File: config.mk
export PLATFORM = sky130hd
export DESIGN_NAME = vga_balayage
export DESIGN_NICKNAME = d
export VERILOG_FILES = /design/src/rtl/vga_pkg.sv /design/src/rtl/vga_balayage_tick_pixel.sv /design/src/rtl/vga_balayage.sv
export SDC_FILE = /design/constraint.sdc
export NUM_CORES = 1
export LEC_CHECK = 0
export ABC_AREA = 1
export CAP_MARGIN = 20
export CORE_ASPECT_RATIO = 0.5
export CORE_MARGIN = 2
export CORE_UTILIZATION = 50
export DETAILED_ROUTE_END_ITERATION = 12
export DONT_BUFFER_PORTS = 1
export GPL_TIMING_DRIVEN = 0
export PLACE_DENSITY_LB_ADDON = 0.15
export SYNTH_ARGS = -nofsm -noshare
export SYNTH_HDL_FRONTEND = slang
export SYNTH_SLANG_ARGS = --single-unit
File: constraint.sdc
create_clock -name clk -period 2.4 [get_ports clk]
set_input_delay 0.36 -clock clk [delete_from_list [all_inputs] [get_ports clk]]
set_output_delay 0.36 -clock clk [all_outputs]
set_load 0.03 [all_outputs]
File: src/rtl/vga_pkg.sv
// Shared VGA timing defaults, colour type and named colours for the raster generator.
// The colour-bar helper is only referenced when VGA_MIRE_EN is defined.
package vga_pkg;

  localparam int H_VISIBLE_DEF = 640;
  localparam int H_FRONT_DEF   = 16;
  localparam int H_SYNC_DEF    = 96;
  localparam int H_BACK_DEF    = 48;
  localparam int V_VISIBLE_DEF = 480;
  localparam int V_FRONT_DEF   = 10;
  localparam int V_SYNC_DEF    = 2;
  localparam int V_BACK_DEF    = 33;

  localparam int H_TOTAL = H_VISIBLE_DEF + H_FRONT_DEF + H_SYNC_DEF + H_BACK_DEF;
  localparam int V_TOTAL = V_VISIBLE_DEF + V_FRONT_DEF + V_SYNC_DEF + V_BACK_DEF;

  typedef logic [4:0] couleur_t;

  localparam couleur_t NOIR  = 5'b00000;
  localparam couleur_t JAUNE = 5'b11000;
  localparam couleur_t BLANC = 5'b11111;

  // Eight vertical bars, 128 pixels wide each.
  function automatic couleur_t mire_couleur(input logic [2:0] barre);
    couleur_t c;
    case (barre)
      3'd0:    c = 5'b00000;
      3'd1:    c = 5'b00011;
      3'd2:    c = 5'b01100;
      3'd3:    c = 5'b01111;
      3'd4:    c = 5'b10000;
      3'd5:    c = 5'b10011;
      3'd6:    c = 5'b11000;
      default: c = 5'b11111;
    endcase
    return c;
  endfunction

endpackage

File: src/rtl/vga_balayage_tick_pixel.sv
// Pixel-tick divider: counts 0..DIV_PIXEL-1 and flags the last count.
// With DIV_PIXEL=1 the counter stays at 0 and the tick is permanently high.
module tick_pixel #(
  parameter int DIV_PIXEL = 2
) (
  input  logic clk,
  input  logic rst_n,
  output logic tick
);

  localparam logic [3:0] DIV_MAX = 4'(DIV_PIXEL - 1);

  if ((DIV_PIXEL < 1) || (DIV_PIXEL > 16)) begin : g_div_range
    $error("tick_pixel: DIV_PIXEL must be within 1..16");
  end

  logic [3:0] div_q, div_d;

  always_comb begin
    div_d = div_q + 4'd1;
    if (div_q == DIV_MAX) div_d = 4'd0;
  end

  always_ff @(posedge clk or negedge rst_n) begin
    if (!rst_n) div_q <= 4'd0;
    else        div_q <= div_d;
  end

  assign tick = (div_q == DIV_MAX);

endmodule

File: src/rtl/vga_balayage.sv
// VGA raster timing generator: scan counters, registered sync/blanking and frame-start pulse.
// Optional macro VGA_MIRE_EN replaces the couleur input by an internal colour-bar pattern.
module vga_balayage
  import vga_pkg::*;
#(
  parameter int DIV_PIXEL  = 2,
  parameter int H_VISIBLE  = H_VISIBLE_DEF,
  parameter int H_FRONT    = H_FRONT_DEF,
  parameter int H_SYNC     = H_SYNC_DEF,
  parameter int H_BACK     = H_BACK_DEF,
  parameter int V_VISIBLE  = V_VISIBLE_DEF,
  parameter int V_FRONT    = V_FRONT_DEF,
  parameter int V_SYNC     = V_SYNC_DEF,
  parameter int V_BACK     = V_BACK_DEF,
  parameter int SYNC_ACTIF = 0
) (
  input  logic        clk,
  input  logic        rst_n,
  output logic [10:0] hpos,
  output logic [10:0] vpos,
  input  logic [4:0]  couleur,
  output logic        hsync,
  output logic        vsync,
  output logic        actif,
  output logic [4:0]  couleur_out,
  output logic        debut_trame
);

  localparam int H_TOT = H_VISIBLE + H_FRONT + H_SYNC + H_BACK;
  localparam int V_TOT = V_VISIBLE + V_FRONT + V_SYNC + V_BACK;

  if (H_TOT > 2048) begin : g_h_range
    $error("vga_balayage: H total exceeds 2048");
  end
  if (V_TOT > 2048) begin : g_v_range
    $error("vga_balayage: V total exceeds 2048");
  end

  localparam logic [10:0] H_LAST   = 11'(H_TOT - 1);
  localparam logic [10:0] V_LAST   = 11'(V_TOT - 1);
  localparam logic [10:0] H_VIS    = 11'(H_VISIBLE);
  localparam logic [10:0] V_VIS    = 11'(V_VISIBLE);
  localparam logic [10:0] H_SY_BEG = 11'(H_VISIBLE + H_FRONT);
  localparam logic [10:0] H_SY_END = 11'(H_VISIBLE + H_FRONT + H_SYNC);
  localparam logic [10:0] V_SY_BEG = 11'(V_VISIBLE + V_FRONT);
  localparam logic [10:0] V_SY_END = 11'(V_VISIBLE + V_FRONT + V_SYNC);
  localparam logic        SYNC_LVL = (SYNC_ACTIF != 0);

  logic tick;

  tick_pixel #(.DIV_PIXEL(DIV_PIXEL)) u_tick (
    .clk   (clk),
    .rst_n (rst_n),
    .tick  (tick)
  );

  logic [10:0] hpos_q, hpos_d, vpos_q, vpos_d;
  logic        hsync_q, hsync_d, vsync_q, vsync_d;
  logic        actif_q, actif_d, debut_q, debut_d;
  couleur_t    couleur_q, couleur_d;
  couleur_t    source;
  logic        fin_ligne, fin_trame;

`ifdef VGA_MIRE_EN
  assign source = mire_couleur(hpos_q[9:7]);
`else
  assign source = couleur;
`endif

  assign fin_ligne = (hpos_q == H_LAST);
  assign fin_trame = fin_ligne && (vpos_q == V_LAST);

  always_comb begin
    hpos_d    = hpos_q;
    vpos_d    = vpos_q;
    hsync_d   = hsync_q;
    vsync_d   = vsync_q;
    actif_d   = actif_q;
    couleur_d = couleur_q;
    debut_d   = 1'b0;
    if (tick) begin
      hpos_d = fin_ligne ? 11'd0 : hpos_q + 11'd1;
      if (fin_ligne) vpos_d = (vpos_q == V_LAST) ? 11'd0 : vpos_q + 11'd1;
      // Output stage samples the position being left, so it trails the counters by one tick.
      actif_d   = (hpos_q < H_VIS) && (vpos_q < V_VIS);
      hsync_d   = ((hpos_q >= H_SY_BEG) && (hpos_q < H_SY_END)) ? SYNC_LVL : ~SYNC_LVL;
      vsync_d   = ((vpos_q >= V_SY_BEG) && (vpos_q < V_SY_END)) ? SYNC_LVL : ~SYNC_LVL;
      couleur_d = actif_d ? source : NOIR;
      debut_d   = fin_trame;
    end
  end

  always_ff @(posedge clk or negedge rst_n) begin
    if (!rst_n) begin
      hpos_q    <= 11'd0;
      vpos_q    <= 11'd0;
      hsync_q   <= ~SYNC_LVL;
      vsync_q   <= ~SYNC_LVL;
      actif_q   <= 1'b0;
      couleur_q <= NOIR;
      debut_q   <= 1'b0;
    end else begin
      hpos_q    <= hpos_d;
      vpos_q    <= vpos_d;
      hsync_q   <= hsync_d;
      vsync_q   <= vsync_d;
      actif_q   <= actif_d;
      couleur_q <= couleur_d;
      debut_q   <= debut_d;
    end
  end

  assign hpos        = hpos_q;
  assign vpos        = vpos_q;
  assign hsync       = hsync_q;
  assign vsync       = vsync_q;
  assign actif       = actif_q;
  assign couleur_out = couleur_q;
  assign debut_trame = debut_q;

endmodule
After elaboration in Yosys (flattened, before gate mapping)
Index checks and enable logic that the tools add are counted.
{"block": "classes", "n_reduce_logical": 5, "order_cmp": 6, "mux": 7, "add_sub_neg": 3, "n_eq_ne": 3}
{"op": "adder 11 x 1 -> 11 bit (second input constant)", "n": 2}
{"op": "== test 11 x 10 -> 1 bit (second input constant)", "n": 2}
{"op": "< comparator 11 x 10 -> 1 bit (second input constant)", "n": 2}
{"op": "< comparator 11 x 9 -> 1 bit (second input constant)", "n": 2}
{"op": "2-to-1 mux 11 bit", "n": 2}
{"op": "greater-or-equal comparator 11 x 10 -> 1 bit (second input constant)", "n": 1}
{"op": "greater-or-equal comparator 11 x 9 -> 1 bit (second input constant)", "n": 1}
{"op": "2-to-1 mux 5 bit", "n": 1}
{"op": "adder 4 x 1 -> 4 bit (second input constant)", "n": 1}
{"op": "== test 4 x 1 -> 1 bit (second input constant)", "n": 1}
{"op": "logical AND 1 bit", "n": 4}
{"op": "2-to-1 mux 4 bit", "n": 1}
{"op": "2-to-1 mux 1 bit", "n": 3}
{"op": "AND reduction 2 bit", "n": 1}
{"block": "word_totals", "regBits": 35}

Depth between registers and ports, before layout
Gate-level depths: netlist (run 1).
{"block": "depth", "word_depth": 3, "depth_mapped": 8, "ltp_nobuf": 8}

Hierarchy
A second synthesis (run 1) with hierarchy kept.
{"block": "hier_totals", "cells_unflattened": 265, "hier_area_um2": 1959.4}
{"module": "vga_balayage", "cells_each": 244, "area_each_um2": 1784.2, "seq_area_each_um2": 778.2, "n_inst": 1}
{"module": "tick_pixel", "cells_each": 21, "area_each_um2": 175.2, "seq_area_each_um2": 100.1, "n_inst": 1}

Least setup slack after synthesis (run 1)
OpenSTA, ideal clock, no wires.
{"block": "synth_timing", "path_kind": "flip-flop to flip-flop", "start": "register hpos_q[0] (netlist: hpos[0])", "end": "register vpos_q[3] (netlist: vpos[3])", "arrival_time_ns": 1.471, "n_path_buf": 1, "setup_slack_ns": 0.811, "setup_ns": 0.117, "required_time_ns": 2.283, "stages_incl_launch_ff": 8, "cell_sequence": "dfrtp_1 > ha_1 > nand3_1 > nor2_2 > nand3_4 > buf_6 > nand2_1 > nand2_1"}
{"block": "synth_between", "elab_chain_len": 2}
{"item": "start: declaration", "line_no": "vga_balayage.sv:57", "rtl": "logic [10:0] hpos_q, hpos_d, vpos_q, vpos_d;"}
{"item": "start signal: assignment", "line_no": "vga_balayage.sv:103", "rtl": "hpos_q <= hpos_d;"}
{"item": "== test 11 x 10 -> 1 bit", "line_no": "vga_balayage.sv:70", "rtl": "assign fin_ligne = (hpos_q == H_LAST);"}
{"item": "AND reduction 2 bit (no source line)"}
{"item": "end signal: assignment", "line_no": "vga_balayage.sv:104", "rtl": "vpos_q <= vpos_d;"}
{"item": "end: declaration", "line_no": "vga_balayage.sv:57"}
No other way between the ends.
A chain may end at the register's enable or synchronous reset.

Worst setup path after layout (run 1)
{"block": "layout_timing", "start": "register hpos_q[0] (netlist: hpos[0])", "end": "register vpos_q[1] (netlist: vpos[1])"}
Same word-level chain as after synthesis.

==> impl_metrics.ini, run 1 <==
[status]
status = finished, final reports clean

[synth]
yosys_register_bits = 35
syn_area_per_cell_um2 = 7.35
ys_seq_area_share_pct = 45.3
synthDominantAreaCellType = dfrtp_1
synth_edf_count = 0
syn_inst = 264
yosys.area_share.simple_pct = 36.6
synth_fa_ha_area_share_pct = 1.93
synth_area_leaders = dfrtp_1 43%, nand2_1 17%, nor2_1 6.6%, inv_1 6.0%, nand3_1 5.4%
synth_compound_area_share_pct = 4.64
synth_xor_area_share_pct = 3.61
synth_top_area_share_pct = 42.6
synthMuxAreaShare_pct = 0
syn-num-nets = 274
synth_top_flop_cell = dfrtp_1
synthesis.area_um2 = 1940
yosysUniqueCellTypes = 26
synthArstFlopShare_pct = 100
synth_top_family_by_area = simple AND/OR/NAND/NOR gates
yosysWarnings = 0

[critical_path]
startpoint_type = flop
cp_top_family = simple AND/OR/NAND/NOR gates
end_kind = flop
critPathMaxStageDelay_ns = 0.62
worst_ep_arrival_time_ns = 2.01
crit_fanout = 10
slowest_stage = dfrtp_1
path_buf_inv = 1
crit_path_cell_trace = ha_1 -> nand3_1 -> nor2_2 -> nand3_4 -> buf_6 -> nand2_1 -> nand2_1
crit_path_frequent_cell = nand2_1
crit_type = reg -> reg
required_ns = 2.58

[final_layout]
syn_to_final_growth_pct = 9.99
final_area_um2 = 2130
final_cells = 325
drive_above_1_share_pct = 8.39
final_nets = 283
diodes = 0
mostFrequentLayoutCell = nand2_1
layout_common_cells = 87 x nand2_1, 34 x nor2_1, 33 x dfrtp_1

[die]
io_pins = 38
initial_core_util_pct = 54.4
coreArea_um2 = 3570
fp.dieH_um = 48.1
dieWidth_um = 92.1
row_count = 15
die_area_um2 = 4430

[clock_network]
cts_max_level = 2
postCtsSetupRepairBufs = 0
cts.repair.resized = 0
cts.hold.buffers_added = 2
path_clk_slew_ns = 0.07
clkSinkCount = 35
max-clock-path-buffers = 2
cts_tree = yes
cts_buffers = 5
root_buffer = clkbuf_8
clk_latency_ns = 0.29

[power_and_ir_drop]
irDropWorstVdd_mv = 0.334
power_leakage_nw = 1.12
power.density_nw_per_um2 = 516
p_int_mw = 0.862
comb_power_share_pct = 1.8
clkPwrFrac_pct = 43.2
power.total_mw = 1.10
switching_power_mw = 0.239
power_frac_seq_pct = 55.0
swShare_pct = 21.7

[drt]
dr_wl_met3_um = 325
drc = 0
wl_per_cell_um = 12.6
via_count = 1630
routed-wl-met2_um = 1820
ant_nets = 0
highest_layer = met4
viasPerCell = 5.02
m1WireLength_um = 1910
wirelength_um = 4100
first_pass_iters = 4
dr.first_iter.drc_count = 49

[global_routing]
track_usage_pct = 20.5
grt_overflow = 0
antenna_found_initial = 0
grt_pass1_vias = 1459
grt_pass1_wl_um = 6730
grt_max_degree = 36

[timing]
fmax_ghz = 0.549
fin_ws_ns = 0.578
period_share_pct = 75.9
period_minus_slack_ns = 1.82
worstMarginPinSlew_ns = 0.488
maxSlewHeadroom_pct = 67.4
setup_tns_ns = 0
skew_ns = 0.00291
finalMaxSlewViolations = 0
hold_violations = 0
rsz0062_at_grt = false
setup_viol = 0

[flow_run]
maxCapViolations = 0

[placement]
pre_cts_ws_ns = 0.592
place_hpwl_um = 3050
gp_congestion = 0.821
placed_cells = 315
io_buffers = 0
place_area_um2 = 2000

[min_path]
hp-class = in -> reg
per-layer routing:
metal  vias up  GRT usage (%)
li1        845              -
met1       739           25.9
met2        39           34.6
met3         7           7.56
met4         0           6.27
met5         -              0
worst register-to-register path, cell delays in order (launching register included):
cell and delay (ns):
dfrtp_1 0.62, ha_1 0.28, nand3_1 0.18, nor2_2 0.23, nand3_4 0.12, buf_6 0.16, nand2_1 0.06, nand2_1 0.06
power by group through the flow:
stage	combinational, mW	clock, mW	sequential [mW]
floorplan	0.00357	0	0.616
global placement	0.00380	0	0.617
detailed placement	0.00410	0	0.617
CTS	0.0213	0.486	0.606
global route	0.0239	0.511	0.606
finish	0.0199	0.475	0.606
final timing paths:
check | depth (start not counted) | slack (ns) | end | from
max | 7 | 0.58 | vpos[1] | hpos[0]
min reg2reg | 1 | 0.49 | u_tick.div_q[3] | u_tick.div_q[3]
max in group asynchronous | 2 | 1.64 | hsync | rst_n
min | 2 | 0.19 | couleur_out[3] | couleur[3]
min in group asynchronous | 2 | 0.52 | u_tick.div_q[3] | rst_n
max reg2reg | 7 | 0.58 | vpos[1] | hpos[0]
state kept, by name (all words and copies together), names as in the netlist:
register / flops
hsync: 1
u_tick.div_q: 4
actif: 1
debut_trame: 1
vpos: 11
vsync: 1
couleur_out: 5
hpos: 11
synth_stat cells, types with 2 or more instances:
| cell type | count |
|---|---|
| nand2_1 | 87 |
| o21bai_1 | 2 |
| o21ai_0 | 2 |
| xnor2_1 | 2 |
| ha_1 | 3 |
| o21ai_1 | 5 |
| xor2_1 | 6 |
| a21oi_1 | 8 |
| inv_2 | 2 |
| dfrtp_1 | 33 |
| nor2_2 | 3 |
| inv_1 | 31 |
| dfstp_2 | 2 |
| nor2_1 | 34 |
| nor3_1 | 10 |
| nand3_1 | 21 |
| nand4_1 | 4 |
logic make-up after synthesis:
group / count (synthesis)
AOI/OAI and AO/OA: 17
buffers and inverters: 37
DFF: 35
and+or+nand+nor: 164
xor gates and xnor gates: 8
adders and majority gates: 3
final cells by class:
type	count	area [um^2]
fill	340	1430
multi-input combinational	192	908
sequential	35	878
inverter	34	130
clock buffer	8	100
tap	51	63.8
timing repair buffer	2	30.0
buffer	3	23.8
metrics by stage:
stage,util (%),hold slack [ns]
2_1_floorplan,-,0.0644
3_3_place_gp,56.2,0.0651
3_5_place_dp,56.2,0.0652
4_1_cts,59.9,0.187
5_1_grt,59.9,0.194
6_report,59.9,0.193
(Power assumes the default switching activity.)
==> run 2, diff against run 1 <==
--- a/config.mk
+++ b/config.mk
@@ -5,7 +5,7 @@
 export SDC_FILE = /design/constraint.sdc
 export NUM_CORES = 1
 export LEC_CHECK = 0
-export ABC_AREA = 1
+export ABC_AREA = 0
 export CAP_MARGIN = 20
 export CORE_ASPECT_RATIO = 0.5
 export CORE_MARGIN = 2
==> constraint.sdc (replaced) <==
create_clock -name clk -period 1.6 [get_ports clk]
set_input_delay 0.24 -clock clk [delete_from_list [all_inputs] [get_ports clk]]
set_output_delay 0.24 -clock clk [all_outputs]
set_load 0.03 [all_outputs]
==> impl_metrics.ini, run 2 <==
[synth]
synth_common_cells = 33 x dfrtp_1, 12 x nand2_1, 11 x nand3_1
synthArstFlopShare_pct = 100
synthDominantAreaCellType = dfrtp_1
yosysWarnings = 0
synthesis.area_um2 = 1760
yosys_register_bits = 35
synth_top_area_share_pct = 47.0
ys_seq_area_share_pct = 50.0
synth_area_leaders = dfrtp_1 47%, nand3_1 3.1%, dfstp_2 3.0%, xor2_1 3.0%, nand2_1 2.6%
synth_edf_count = 0
syn_inst = 171
synth_top_flop_cell = dfrtp_1
yosysUniqueCellTypes = 43
syn-num-nets = 181
syn_area_per_cell_um2 = 10.3
synth_most_common_cell = dfrtp_1

[power_and_ir_drop]
power_leakage_nw = 0.932
power.total_mw = 1.66
power.density_nw_per_um2 = 718
irDropWorstVdd_mv = 0.579

[placement]
gp_congestion = 0.778
pre_cts_ws_ns = -0.492
placed_cells = 222
io_buffers = 0
place_hpwl_um = 2560

[drt]
viasPerCell = 5.76
via_count = 1458
drc = 0
ant_nets = 0
dr.first_iter.drc_count = 46
wl_per_cell_um = 17.2
wirelength_um = 4350
first_pass_iters = 4

[critical_path]
regToRegStartpoint = hpos[10]
worst_ep_arrival_time_ns = 2.13
r2r_cells = 6
crit_fanout = 5
required_ns = 1.78
crit_type = reg -> reg
end_kind = flop
ff2ff_setup_slack_ns = -0.35
timing.rr.end = vpos[9]
crit_start = hpos[10]
startpoint_type = flop
endpoint = vpos[9]

[timing]
setup_viol = 27
hold_violations = 0
maxSlewHeadroom_pct = 66.1
finalMaxSlewViolations = 0
fin_ws_ns = -0.349
worstMarginPinSlew_ns = 0.509
skew_ns = 0.00491
whs_ns = 0.0760
period_minus_slack_ns = 1.95
period_share_pct = 122
rsz0062_at_grt = true
fmax_ghz = 0.513

[final_layout]
mostFrequentLayoutCell = dfrtp_1
syn_to_final_growth_pct = 31.5
num-fill-cells = 272
layout_common_cells = 19 x dfrtp_1, 15 x buf_4, 14 x dfrtp_2
utilization_pct = 68.0
final_cells = 253
final_nets = 211
drive_above_1_share_pct = 39.1
diodes = 0

[status]
violations = setup timing
status = finished with violations

[die]
fp.dieH_um = 45.9
row_count = 15
dieWidth_um = 87.9
die_area_um2 = 4040
coreArea_um2 = 3400
io_pins = 38
initial_core_util_pct = 51.7

[clock_network]
cts_buffers = 5
path_clk_slew_ns = 0.07
clkSinkCount = 35
root_buffer = clkbuf_8
cts_max_level = 2
cts_tree = yes
max-clock-path-buffers = 2
clk_latency_ns = 0.29

[global_routing]
grt_pass1_vias = 1311
grt_pass1_wl_um = 6500
track_usage_pct = 22.3
grt_max_degree = 36
grt_overflow = 0
antenna_found_initial = 0

[min_path]
hp-class = in -> reg

[flow_run]
maxCapViolations = 0
## run 2: cell types whose count changed after synthesis, moves of 5 or more
cell	delta
nor3_1	-8
nand2_1	-75
a22o_1	+5
inv_1	-22
nor2_1	-26
nand3_1	-10
or3_1	+5
o21ai_0	+6
## run 2: through the flow
step	setup TNS (ns)	instance area (um^2)
after CTS	-5.17	2190
after detailed placement	-9.38	1860
final	-5.46	2310
after floorplan	-2.60	1800
after global routing	-7.25	2310
after global placement	-8.35	1860
## run 2: layout make-up
| cell class | count | area, um^2 | share of cell area, % |
|---|---|---|---|
| clock buffers | 8 | 100 | 4.33 |
| inverters | 9 | 38.8 | 1.68 |
| plain buffers | 5 | 45.0 | 1.95 |
| well taps | 51 | 63.8 | 2.76 |
| flip-flops and latches | 35 | 896 | 38.8 |
| repair buffers | 23 | 218 | 9.42 |
| multi-input cells | 122 | 950 | 41.1 |
## run 2: power breakdown
| group | switching [mW] | internal [mW] |
|---|---|---|
| clock | 0.327 | 0.393 |
| combinational | 0.0188 | 0.0114 |
| sequential | 0.0178 | 0.891 |
| total | 0.363 | 1.30 |
## run 2: logic make-up (layout without fill, tap and decap cells)
| logic type | after synthesis | after routing | synth area share, % |
|---|---|---|---|
| simple gates | 73 | 73 | 26.6 |
| buf+inv | 14 | 45 | 3.06 |
| xor+xnor | 10 | 10 | 4.98 |
| fa+ha+maj | 3 | 3 | 2.14 |
| compound gates | 32 | 32 | 10.9 |
| mux | 4 | 4 | 2.35 |
| flops | 35 | 35 | 50.0 |
## run 2: how the worst min path moves through the flow
stage	start	end	slack (ns)	depth (start not counted)
2_1_floorplan	rst_n	actif	-0.06	0
3_3_place_gp	rst_n	vpos[4]	-0.05	0
3_5_place_dp	rst_n	vpos[4]	-0.05	0
4_1_cts	couleur[4]	couleur_out[4]	0.07	1
5_1_grt	couleur[2]	couleur_out[2]	0.07	1
6_report	couleur[4]	couleur_out[4]	0.08	1
## run 2: per-layer routing
layer	vias to the layer above	routed length, um	track usage (%)
met5	-	0	0
li1	680	-	-
met1	729	1920	28.4
met2	41	2110	35.6
met3	8	258	7.25
met4	0	62	9.23
## run 2: worst max-delay path, cell delays in order (launching register included)
cell and delay (ns):
dfrtp_2 0.52, or4b_4 0.61, nand4b_1 0.21, buf_6 0.15, clkbuf_8 0.15, a21oi_1 0.13, o21ai_1 0.07
## run 2: what timing repair did
item                                    in CTS  in global routing
endpoints found under the hold margin       35                  0
setup buffers                               12                  7
hold buffers                                 2                  0
resized for setup                           30                 20
pin swaps                                    6                 10
endpoints found under the setup margin      29                 28
gates cloned                                 1                  1
==> run 3, diff against run 2 <==
==> constraint.sdc (replaced) <==
create_clock -name clk -period 1.6 [get_ports clk]
set_input_delay 0.24 -clock clk [delete_from_list [all_inputs] [get_ports clk]]
set_output_delay 0.24 -clock clk [all_outputs]
set_load 0.05 [all_outputs]
==> impl_metrics.ini, run 3 (same netlist as run 2, synthesis figures left out) <==
[global_routing]
grt_pass1_vias = 1331
antenna_found_initial = 0
grt_max_degree = 36
grt_overflow = 0
grt_pass1_wl_um = 6580
track_usage_pct = 22.4

[power_and_ir_drop]
power.density_nw_per_um2 = 709
swShare_pct = 23.4
clkPwrFrac_pct = 41.8
power_frac_seq_pct = 56.3
power.total_mw = 1.63
power_leakage_nw = 0.894
switching_power_mw = 0.382
irDropWorstVdd_mv = 0.632
p_int_mw = 1.25
comb_power_share_pct = 1.9

[final_layout]
num-fill-cells = 250
mostFrequentLayoutCell = dfrtp_2
layout_common_cells = 24 x dfrtp_2, 12 x nand2_1, 12 x buf_4
diodes = 0
drive_above_1_share_pct = 41.4
final_nets = 207
final_cells = 249
syn_to_final_growth_pct = 30.8

[critical_path]
end_kind = flop
path_buf_inv = 2
slowest_stage = or4b_4
critPathMaxStageDelay_ns = 0.60
worst_ep_arrival_time_ns = 2.24
startpoint_type = flop
crit_type = reg -> reg
cp_top_family = simple AND/OR/NAND/NOR gates
crit_path_cell_trace = or4b_4 -> buf_4 -> nor4_4 -> buf_6 -> nand4_1 -> o21ai_1
crit_fanout = 9
required_ns = 1.82

[die]
dieWidth_um = 87.9
coreArea_um2 = 3400
io_pins = 38
row_count = 15
initial_core_util_pct = 51.7
fp.dieH_um = 45.9
die_area_um2 = 4040

[clock_network]
cts_tree = yes
max-clock-path-buffers = 2
clk_latency_ns = 0.30
cts_buffers = 5
root_buffer = clkbuf_8
cts_max_level = 2
path_clk_slew_ns = 0.07
clkSinkCount = 35

[timing]
rsz0062_at_grt = true
period_minus_slack_ns = 2.02
maxSlewHeadroom_pct = 67.9
setup_viol = 25
finalMaxSlewViolations = 0
hold_violations = 0
fin_ws_ns = -0.421
fmax_ghz = 0.495
skew_ns = 0.00826
worstMarginPinSlew_ns = 0.481
period_share_pct = 126

[drt]
ant_nets = 0
first_pass_iters = 4
viasPerCell = 5.84
dr.first_iter.drc_count = 120
wl_per_cell_um = 17.4
wirelength_um = 4320
drc = 0
via_count = 1454

[placement]
gp_congestion = 0.772
placed_cells = 222
pre_cts_ws_ns = -0.526
io_buffers = 0
place_hpwl_um = 2430

[min_path]
hp-class = in -> reg

[status]
violations = setup timing
status = finished with violations

[flow_run]
maxCapViolations = 0
==> run 3: power by group through the flow <==
| stage | combinational, mW | sequential, mW | clock [mW] |
|---|---|---|---|
| 5_1_grt | 0.0360 | 0.918 | 0.743 |
| 2_1_floorplan | 0.00562 | 0.934 | 0 |
| 3_5_place_dp | 0.00633 | 0.935 | 0 |
| 3_3_place_gp | 0.00613 | 0.935 | 0 |
| 6_report | 0.0308 | 0.918 | 0.682 |
| 4_1_cts | 0.0325 | 0.918 | 0.685 |
==> run 3: final timing paths <==
path | startpoint | to | slack [ns] | cells past startpoint
min in group asynchronous | rst_n | couleur_out[0] | 0.42 | 2
setup reg to reg | hpos[10] | vpos[4] | -0.42 | 6
setup / recovery | hpos[10] | vpos[4] | -0.42 | 6
hold / removal | couleur[3] | couleur_out[3] | 0.07 | 1
max in group asynchronous | rst_n | hsync | 0.93 | 2
hold reg to reg | u_tick.div_q[0] | u_tick.div_q[0] | 0.54 | 1
==> run 3: layer usage <==
layer | vias up | part of all wire, % | global-route usage (%)
li1 | 677 | - | -
met1 | 733 | 45 | 28.5
met2 | 35 | 48 | 36.1
met3 | 9 | 5.7 | 7.97
met4 | 0 | 1.6 | 8.00
met5 | - | 0 | 0
==> run 3: per-stage QoR <==
| stage | hold WS (ns) | utilization (%) | cell area (um^2) | setup TNS (ns) |
|---|---|---|---|---|
| final | 0.0730 | 67.7 | 2300 | -6.74 |
| after global routing | 0.0721 | 67.7 | 2300 | -8.23 |
| after CTS | 0.0746 | 64.8 | 2200 | -5.17 |
| after detailed placement | -0.0548 | 54.8 | 1860 | -9.32 |
| after global placement | -0.0549 | 54.8 | 1860 | -9.19 |
| after floorplan | -0.0556 | - | 1800 | -3.50 |
==> run 3: cell type report <==
| class | instances | area, um^2 | share of cell area [%] |
|---|---|---|---|
| clock buffers | 7 | 86.3 | 3.75 |
| inverters | 9 | 33.8 | 1.47 |
| repair buffers | 19 | 179 | 7.78 |
| multi-input cells | 122 | 965 | 41.9 |
| clock inverters | 1 | 5.00 | 0.218 |
| flip-flops and latches | 35 | 912 | 39.7 |
| plain buffers | 5 | 55.1 | 2.39 |
| well taps | 51 | 63.8 | 2.77 |
==> run 3: worst register-to-register path: stages (launching register included) <==
cell     delay, ns
dfrtp_2       0.55
or4b_4        0.60
buf_4         0.18
nor4_4        0.23
buf_6         0.17
nand4_1       0.10
o21ai_1       0.13
==> run 3: what timing repair did <==
action	4_1_cts	5_1_grt
gates resized for setup	34	20
cloned	1	0
hold buffers	2	0
pin swaps	5	7
setup buffers	12	4
hold endpoints to repair	35	0
setup endpoints to repair	28	28
